[config.mk]
export PLATFORM = sky130hd
export DESIGN_NAME = f9pcap_tx_arbiter
export DESIGN_NICKNAME = d
export VERILOG_FILES = /design/src/rtl/f9pcap_tx_arbiter.sv
export SDC_FILE = /design/constraint.sdc
export NUM_CORES = 1
export LEC_CHECK = 0
export ABC_AREA = 1
export CORE_UTILIZATION = 39
export DETAILED_ROUTE_END_ITERATION = 7
export PLACE_DENSITY = 0.78
export RECOVER_POWER = 100
export SLEW_MARGIN = 0
export SYNTH_ARGS = -nofsm -noshare
export SYNTH_HDL_FRONTEND = slang
export SYNTH_SLANG_ARGS = --single-unit
[constraint.sdc]
create_clock -name tx_axis_clk -period 1.9 [get_ports tx_axis_clk]
set_input_delay 0.57 -clock tx_axis_clk [delete_from_list [all_inputs] [get_ports tx_axis_clk]]
set_output_delay 0.57 -clock tx_axis_clk [all_outputs]
set_load 0.01 [all_outputs]
[src/rtl/f9pcap_tx_arbiter.sv]
// Frame-level round-robin AXI-Stream arbiter: merges NUM_PORTS sources into one
// registered output, aborting frames whose source stalls too long mid-frame.
module f9pcap_tx_arbiter #(
    parameter int NUM_PORTS       = 2,
    parameter int AXIS_DATA_WIDTH = 64,
    parameter int AXIS_KEEP_WIDTH = AXIS_DATA_WIDTH / 8,
    parameter int STALL_TIMEOUT   = 64
) (
    input  logic                                   tx_axis_clk,
    input  logic                                   tx_axis_rst,

    input  logic [NUM_PORTS-1:0]                   s_axis_tvalid,
    output logic [NUM_PORTS-1:0]                   s_axis_tready,
    input  logic [NUM_PORTS-1:0]                   s_axis_tlast,
    input  logic [NUM_PORTS*AXIS_DATA_WIDTH-1:0]   s_axis_tdata,
    input  logic [NUM_PORTS*AXIS_KEEP_WIDTH-1:0]   s_axis_tkeep,

    output logic                                   m_axis_tvalid,
    input  logic                                   m_axis_tready,
    output logic                                   m_axis_tlast,
    output logic                                   m_axis_tuser,
    output logic [AXIS_DATA_WIDTH-1:0]             m_axis_tdata,
    output logic [AXIS_KEEP_WIDTH-1:0]             m_axis_tkeep,

    output logic [15:0]                            stat_abort_count,
    output logic [$clog2(NUM_PORTS)-1:0]           grant_port,
    output logic                                   busy
);

    localparam int GW = $clog2(NUM_PORTS);
    localparam int SW = 16;
    localparam logic [SW-1:0] STALL_LIMIT = SW'(STALL_TIMEOUT);

    typedef enum logic [1:0] {
        ST_IDLE,
        ST_XFER,
        ST_ABORT,
        ST_DRAIN
    } state_t;

    state_t                      state_q, state_d;
    logic [GW-1:0]               grant_q, grant_d;
    logic [GW-1:0]               last_grant_q, last_grant_d;
    logic [SW-1:0]               stall_q, stall_d;
    logic [15:0]                 abort_cnt_q, abort_cnt_d;

    logic                        m_valid_q, m_valid_d;
    logic                        m_last_q, m_last_d;
    logic                        m_user_q, m_user_d;
    logic [AXIS_DATA_WIDTH-1:0]  m_data_q, m_data_d;
    logic [AXIS_KEEP_WIDTH-1:0]  m_keep_q, m_keep_d;

    logic [AXIS_DATA_WIDTH-1:0]  port_data [NUM_PORTS];
    logic [AXIS_KEEP_WIDTH-1:0]  port_keep [NUM_PORTS];

    logic                        can_load;
    logic                        g_valid;
    logic                        g_last;
    logic [GW-1:0]               rr_pick;
    logic                        rr_found;

    for (genvar gi = 0; gi < NUM_PORTS; gi++) begin : g_unpack
        assign port_data[gi] = s_axis_tdata[gi*AXIS_DATA_WIDTH +: AXIS_DATA_WIDTH];
        assign port_keep[gi] = s_axis_tkeep[gi*AXIS_KEEP_WIDTH +: AXIS_KEEP_WIDTH];
    end

    assign can_load = !m_valid_q || m_axis_tready;
    assign g_valid  = s_axis_tvalid[grant_q];
    assign g_last   = s_axis_tlast[grant_q];

    // Search starts one past the previous winner so every requester gets a turn.
    always_comb begin
        int idx;
        rr_pick  = last_grant_q;
        rr_found = 1'b0;
        idx      = 0;
        for (int k = 1; k <= NUM_PORTS; k++) begin
            idx = (int'(last_grant_q) + k) % NUM_PORTS;
            if (!rr_found && s_axis_tvalid[GW'(idx)]) begin
                rr_pick  = GW'(idx);
                rr_found = 1'b1;
            end
        end
    end

    always_comb begin
        state_d       = state_q;
        grant_d       = grant_q;
        last_grant_d  = last_grant_q;
        stall_d       = stall_q;
        abort_cnt_d   = abort_cnt_q;
        m_valid_d     = m_valid_q;
        m_last_d      = m_last_q;
        m_user_d      = m_user_q;
        m_data_d      = m_data_q;
        m_keep_d      = m_keep_q;
        s_axis_tready = '0;

        // The sink empties the stage; a load below refills it in the same cycle.
        if (m_axis_tready) begin
            m_valid_d = 1'b0;
        end

        case (state_q)
            ST_IDLE: begin
                if (rr_found) begin
                    grant_d = rr_pick;
                    stall_d = '0;
                    state_d = ST_XFER;
                end
            end

            ST_XFER: begin
                s_axis_tready[grant_q] = can_load;
                if (g_valid && can_load) begin
                    m_valid_d = 1'b1;
                    m_data_d  = port_data[grant_q];
                    m_keep_d  = port_keep[grant_q];
                    m_last_d  = g_last;
                    m_user_d  = 1'b0;
                    stall_d   = '0;
                    if (g_last) begin
                        last_grant_d = grant_q;
                        state_d      = ST_IDLE;
                    end
                end else if (!g_valid) begin
                    // Only a silent source counts; output backpressure never does.
                    stall_d = stall_q + SW'(1);
                    if (stall_d == STALL_LIMIT) begin
                        state_d = ST_ABORT;
                    end
                end
            end

            ST_ABORT: begin
                if (can_load) begin
                    m_valid_d = 1'b1;
                    m_data_d  = '0;
                    m_keep_d  = AXIS_KEEP_WIDTH'(1);
                    m_last_d  = 1'b1;
                    m_user_d  = 1'b1;
                    stall_d   = '0;
                    if (abort_cnt_q != 16'hFFFF) begin
                        abort_cnt_d = abort_cnt_q + 16'd1;
                    end
                    state_d = ST_DRAIN;
                end
            end

            ST_DRAIN: begin
                s_axis_tready[grant_q] = 1'b1;
                if (g_valid && g_last) begin
                    last_grant_d = grant_q;
                    state_d      = ST_IDLE;
                end
            end

            default: begin
                state_d = ST_IDLE;
            end
        endcase
    end

    always_ff @(posedge tx_axis_clk) begin
        if (tx_axis_rst) begin
            state_q      <= ST_IDLE;
            grant_q      <= '0;
            last_grant_q <= GW'(NUM_PORTS - 1);
            stall_q      <= '0;
            abort_cnt_q  <= '0;
            m_valid_q    <= 1'b0;
            m_last_q     <= 1'b0;
            m_user_q     <= 1'b0;
            m_data_q     <= '0;
            m_keep_q     <= '0;
        end else begin
            state_q      <= state_d;
            grant_q      <= grant_d;
            last_grant_q <= last_grant_d;
            stall_q      <= stall_d;
            abort_cnt_q  <= abort_cnt_d;
            m_valid_q    <= m_valid_d;
            m_last_q     <= m_last_d;
            m_user_q     <= m_user_d;
            m_data_q     <= m_data_d;
            m_keep_q     <= m_keep_d;
        end
    end

    assign m_axis_tvalid    = m_valid_q;
    assign m_axis_tlast     = m_last_q;
    assign m_axis_tuser     = m_user_q;
    assign m_axis_tdata     = m_data_q;
    assign m_axis_tkeep     = m_keep_q;
    assign stat_abort_count = abort_cnt_q;
    assign grant_port       = grant_q;
    assign busy             = (state_q != ST_IDLE);

endmodule

# --- Word level (Yosys, flattened, before mapping) ---
# Cells that the tools add are included.
op_classes:
  eq_ne: 13
  magnitude_cmp: 5
  reduce_logical: 18
  n_bitwise: 2
  mux: 53
  add_sub_neg: 4
op_table:
  columns: ["op", "count"]
  rows:
  - ["64-bit 2-to-1 mux", 5]
  - ["64-bit case mux with 2 select lines", 1]
  - ["16-bit 2-to-1 mux", 4]
  - ["16-bit case mux with 3 select lines", 1]
  - ["8-bit 2-to-1 mux", 5]
  - ["16-bit by 1-bit adder with 16-bit output (second input constant)", 2]
  - ["1-bit 2-to-1 mux", 22]
  - ["16-bit by 7-bit equality test with 1-bit output (second input constant)", 1]
  - ["16-bit != test (second input constant)", 1]
  - ["8-bit case mux with 2 select lines", 1]
  - ["2-bit 2-to-1 mux", 7]
  - ["2-bit != test (second input constant)", 5]
  - ["3-bit != test (second input constant)", 3]
  - ["1-bit case mux with 2 select lines", 4]
  - ["2-bit case mux with 4 select lines", 1]
  - ["4-bit AND reduction", 2]
  - ["1-bit by 3-bit < comparator with 1-bit output (second input constant)", 2]
  - ["3-bit AND reduction", 2]
  - ["6-bit AND reduction", 1]
  - ["2-bit nonzero test", 3]
  - ["2-bit equality test (second input constant)", 2]
  - ["1-bit logical AND", 4]
  - ["2-bit case mux with 2 select lines", 1]
  - ["3-bit nonzero test", 1]
  - ["12 further kinds", 14]
word_totals:
  in_bits: 151
  out_inout_bits: 95
  reg_bits: 111
  word_cells: 105

# --- Longest topological paths before layout ---
logic_depth:
  ltp_word: 10
  ltp_mapped: 15
  ltp_nobuf: 15

# --- Worst setup path after synthesis ---
# OpenSTA, ideal clock, no wires.
synth_path:
  path_type: "reg2reg"
  from: "register state_q[0]"
  to: "register m_data_q[11] (netlist: m_axis_tdata[11])"
  period_less_slack_ns: 1.849
  path_slack_ns: 0.051
  n_path_buf: 3
  path_stages_with_launch: 11
  setup_time_ns: 0.116
  arrival_ns: 1.733
  required_time_ns: 1.784
  path_cell_list: "dfxtp_1 > inv_1 > ha_1 > buf_4 > inv_1 > nor2_2 > o21ai_4 > inv_2 > buf_6 > buf_6 > o211a_1"
synth_via:
  elab_chain_len: 3
  elab_cells_between_ends: 7
  classes_between: "eq/ne: 4; mux: 1; reduce/logical: 2"
synth_lines:
  columns: ["element", "line", "rtl"]
  rows:
  - ["start: declaration", "41", "state_t state_q, state_d;"]
  - ["start signal: assignment", "177", "state_q <= state_d;"]
  - ["2-bit by 1-bit equality test with 1-bit output / 2-bit equality test (equally long branches)", "104", "case (state_q)"]
  - ["2-bit != test (no line) / 2-bit nonzero test (equally long branches)", null, null]
  - ["3-bit AND reduction (no line)", null, null]
  - ["end signal: assignment", "185", "m_data_q <= m_data_d;"]
  - ["end: declaration", "50", "logic [AXIS_DATA_WIDTH-1:0] m_data_q, m_data_d;"]
# Several ways; a longest one is shown, not always the timed one.
# A chain may end at the register's enable or synchronous reset.

# --- Worst setup path after layout ---
layout_path:
  from: "register state_q[0]"
  to: "output port s_axis_tready[0]"
layout_via:
  elab_chain_len: 2
  elab_cells_between_ends: 3
  classes_between: "eq/ne: 2; mux: 1"
layout_lines:
  columns: ["element", "line", "rtl"]
  rows:
  - ["2-bit equality test / 2-bit by 1-bit equality test with 1-bit output (equally long branches)", "104", null]
  - ["2-bit case mux with 2 select lines (*)", "104", null]
  - ["end: declaration", "13", "output logic [NUM_PORTS-1:0] s_axis_tready,"]
# Mark *: on every way between the ends. The rest lies on a longest branch, timed or not.

==> impl_metrics.ini <==
[status]
outcome = finished, violations left
violations = setup timing

[worst_setup_path]
startpoint_type = flip-flop
critical-path-max-stage-delay_ps = 370
rrSetupSlack_ps = 30
cp_slowest_cell = dfxtp_4
path_cells = ha_1 > nor2_1 > inv_1 > o21ai_2 > nor2_1 > buf_2
worstSetupPathType = reg2out
critPathBufInv = 2
cp_max_fo = 4
r2r-end = state_q[0]
worstPathArrival_ps = 1410
path_delay_family = flip-flops
cp_common_cell = nor2_1
end_kind = output port
worstReg2RegStart = stall_q[0]
required_ps = 1330
r2r_cells = 12

[drt]
drcViolationCount = 0
drtPass1Iterations = 5
wire_per_inst_um = 15.8
ant_nets = 0
vias_per_cell = 5.11
drt_iter0_drc = 328
vias = 6358
drt_wl_total_um = 19700

[min_path]
min_to = grant_port
hold_class = reg2reg
hold_start = last_grant_q
hold_depth = 1

[timing]
rsz0062_at_grt = true
tns_ps = -155
setup_viol_count_final = 2
slew_violations = 0
slew_headroom_pct = 39.2
finalCriticalPeriod_ps = 1980
clock_skew_ps = 7.44
finalHoldViolCount = 0
fin_ws_ps = -80.7
max_freq_mhz = 505
tightest_slew_ps = 912
finalCritPeriodShare_pct = 104

[pwr]
p_leak_nw = 3.75
powerDensity_mw_per_mm2 = 1360
ir_worst_vdd_v = 0.000712

[yosys]
synthAdderAreaFrac_pct = 1.76
synth-edff-count = 0
yosys_warnings = 0
ys_ff_latch = 111
synth_compound_area_share_pct = 27.9
synthFlopType = dfxtp_1
yosysMostFrequentCell = nor2_1
synthArstFlopShare_pct = 0
synth_top_area_cell = dfxtp_1
syn_area_sq_mm = 0.00568
yosys-top-cells-area = dfxtp_1, o21ai_0, nor2_1
syn_area_per_cell_sq_um = 7.27
synth-simple-area-share_pct = 22.5
synth_cell_types = 41
postSynthCellCount = 781
synth_top_cell_area_share_pct = 39.1
synth_xor_area_share_pct = 0.617
synth_seq_area_share_pct = 39.1
synth_fp_nets = 940
synth_common_cells = nor2_1, nand2_1, dfxtp_1, o21ai_0, a21oi_1
muxShareOfSynthArea_pct = 0
synth_top_family_by_area = compound AO/OA/AOI/OAI gates

[flow_run]
maxCapViolations = 0

[clocking]
htree_levels = 3
ctsRootBufferMaster = clkbuf_16
cts_buffer_depth = 2
cts_tree = done
numCtsBuffers = 9
clk_latency_ps = 350
cts_sinks = 111
cts_hold_buffers = 0
clk_pin_slew_ps = 80

[placement]
gp_congestion = 0.855
dpl.cell_count = 1205
hpwl_um = 12900
io_buffers = 245

[floorplan]
rows = 43
fp.dieH_um = 123
core_area_sq_mm = 0.0140
die-width_um = 123
io-pin-count = 246
die_area_sq_mm = 0.0150
start_util_pct = 40.4

[finish]
nets = 1219
antenna_cells = 0
area_delta_synth_final_pct = 64.3
drive_gt1_share_pct = 17.8
fillers = 1154
instances_no_fill = 1245

[global_route]
antenna_found_initial = 0
grt_max_degree = 59
grt_pass1_vias = 5724
grt_pass1_wl_um = 28000
grt_usage_pct = 23.8
overflow = 0
[area by class of cell]
cell class / instances / area, sq um / area share, %
clock inverter: 4 / 27.5 / 0.295
tap: 180 / 225 / 2.41
timing repair buffer: 317 / 3200 / 34.3
sequential: 111 / 2240 / 24.0
multi-input combinational: 569 / 3170 / 33.9
timing repair inverter: 3 / 20.0 / 0.215
clock buffer: 12 / 256 / 2.75
inverter: 49 / 199 / 2.13
[worst max path at each step]
stage                       start                to  slack [ps]  cells past startpoint
floorplan              state_q[0]  m_axis_tdata[11]          50                     10
global placement    m_axis_tready  s_axis_tready[0]        -570                      6
detailed placement  m_axis_tready  s_axis_tready[0]        -610                      6
CTS                     flip-flop  s_axis_tready[0]         -40                      7
global route            flip-flop  s_axis_tready[1]        -160                      7
finish                 state_q[0]  s_axis_tready[0]         -80                      6
[cell usage in the layout, fill, tap and decap left out, types with 9 or more instances in the layout]
master / instances
o211a_1: 31
dfxtp_1: 100
a21oi_1: 68
nor2_1: 107
dfxtp_2: 10
o21ai_0: 82
nand3_1: 19
clkdlybuf4s50_1: 226
nand2_1: 109
or2_2: 17
buf_4: 47
o21ai_2: 24
clkbuf_16: 15
nor2_2: 11
buf_6: 9
o211ai_1: 17
inv_1: 38
o21ai_1: 23
[through the flow]
step	hold WS, ps	utilization [%]	instance area [sq um]	total power [mW]	worst slack (ps)
after floorplan	424	-	5680	6.71	50.8
after global placement	434	60.8	8540	9.46	-570
after detailed placement	451	60.8	8540	9.50	-613
after CTS	461	63.2	8880	11.5	-40.9
after global routing	476	66.4	9330	13.5	-155
final	459	66.4	9330	12.7	-80.7
[power by group]
part	leakage, nW	total [mW]	switching (mW)	internal (mW)
Combinational	2.69	7.27	3.54	3.72
Clock	0.143	1.88	0.909	0.970
Sequential	0.914	3.55	0.427	3.12
[kinds of logic after synthesis]
logic type | Yosys count
XOR/XNOR | 4
adder cells (fa/ha/maj) | 8
flip-flops | 111
AND/OR/NAND/NOR | 302
AO/OA/AOI/OAI | 255
buffers and inverters | 101
[registers in the layout (all words and copies together) (netlist names), named ones only]
signal	count
m_axis_tvalid	1
grant_port	1
stat_abort_count	16
m_axis_tdata	64
stall_q	16
state_q	1
last_grant_q	1
m_axis_tuser	1
m_axis_tlast	1
m_axis_tkeep	8
[routing by layer]
metal  up-vias  wire length, um  GRT usage (%)
met3        24             1370           7.76
met1      2934             8240           29.0
met2       204             9750           39.7
li1       3196                -              -
met5         -                0              0
met4         0              329           6.71
[what timing repair did]
action	4_1_cts	5_1_grt
gates resized for setup	41	89
buffers inserted	2	9
pin swaps	4	21
endpoints found under the setup margin	81	114
gates cloned	0	14
Note: power is estimated with default switching activity, not from simulation.
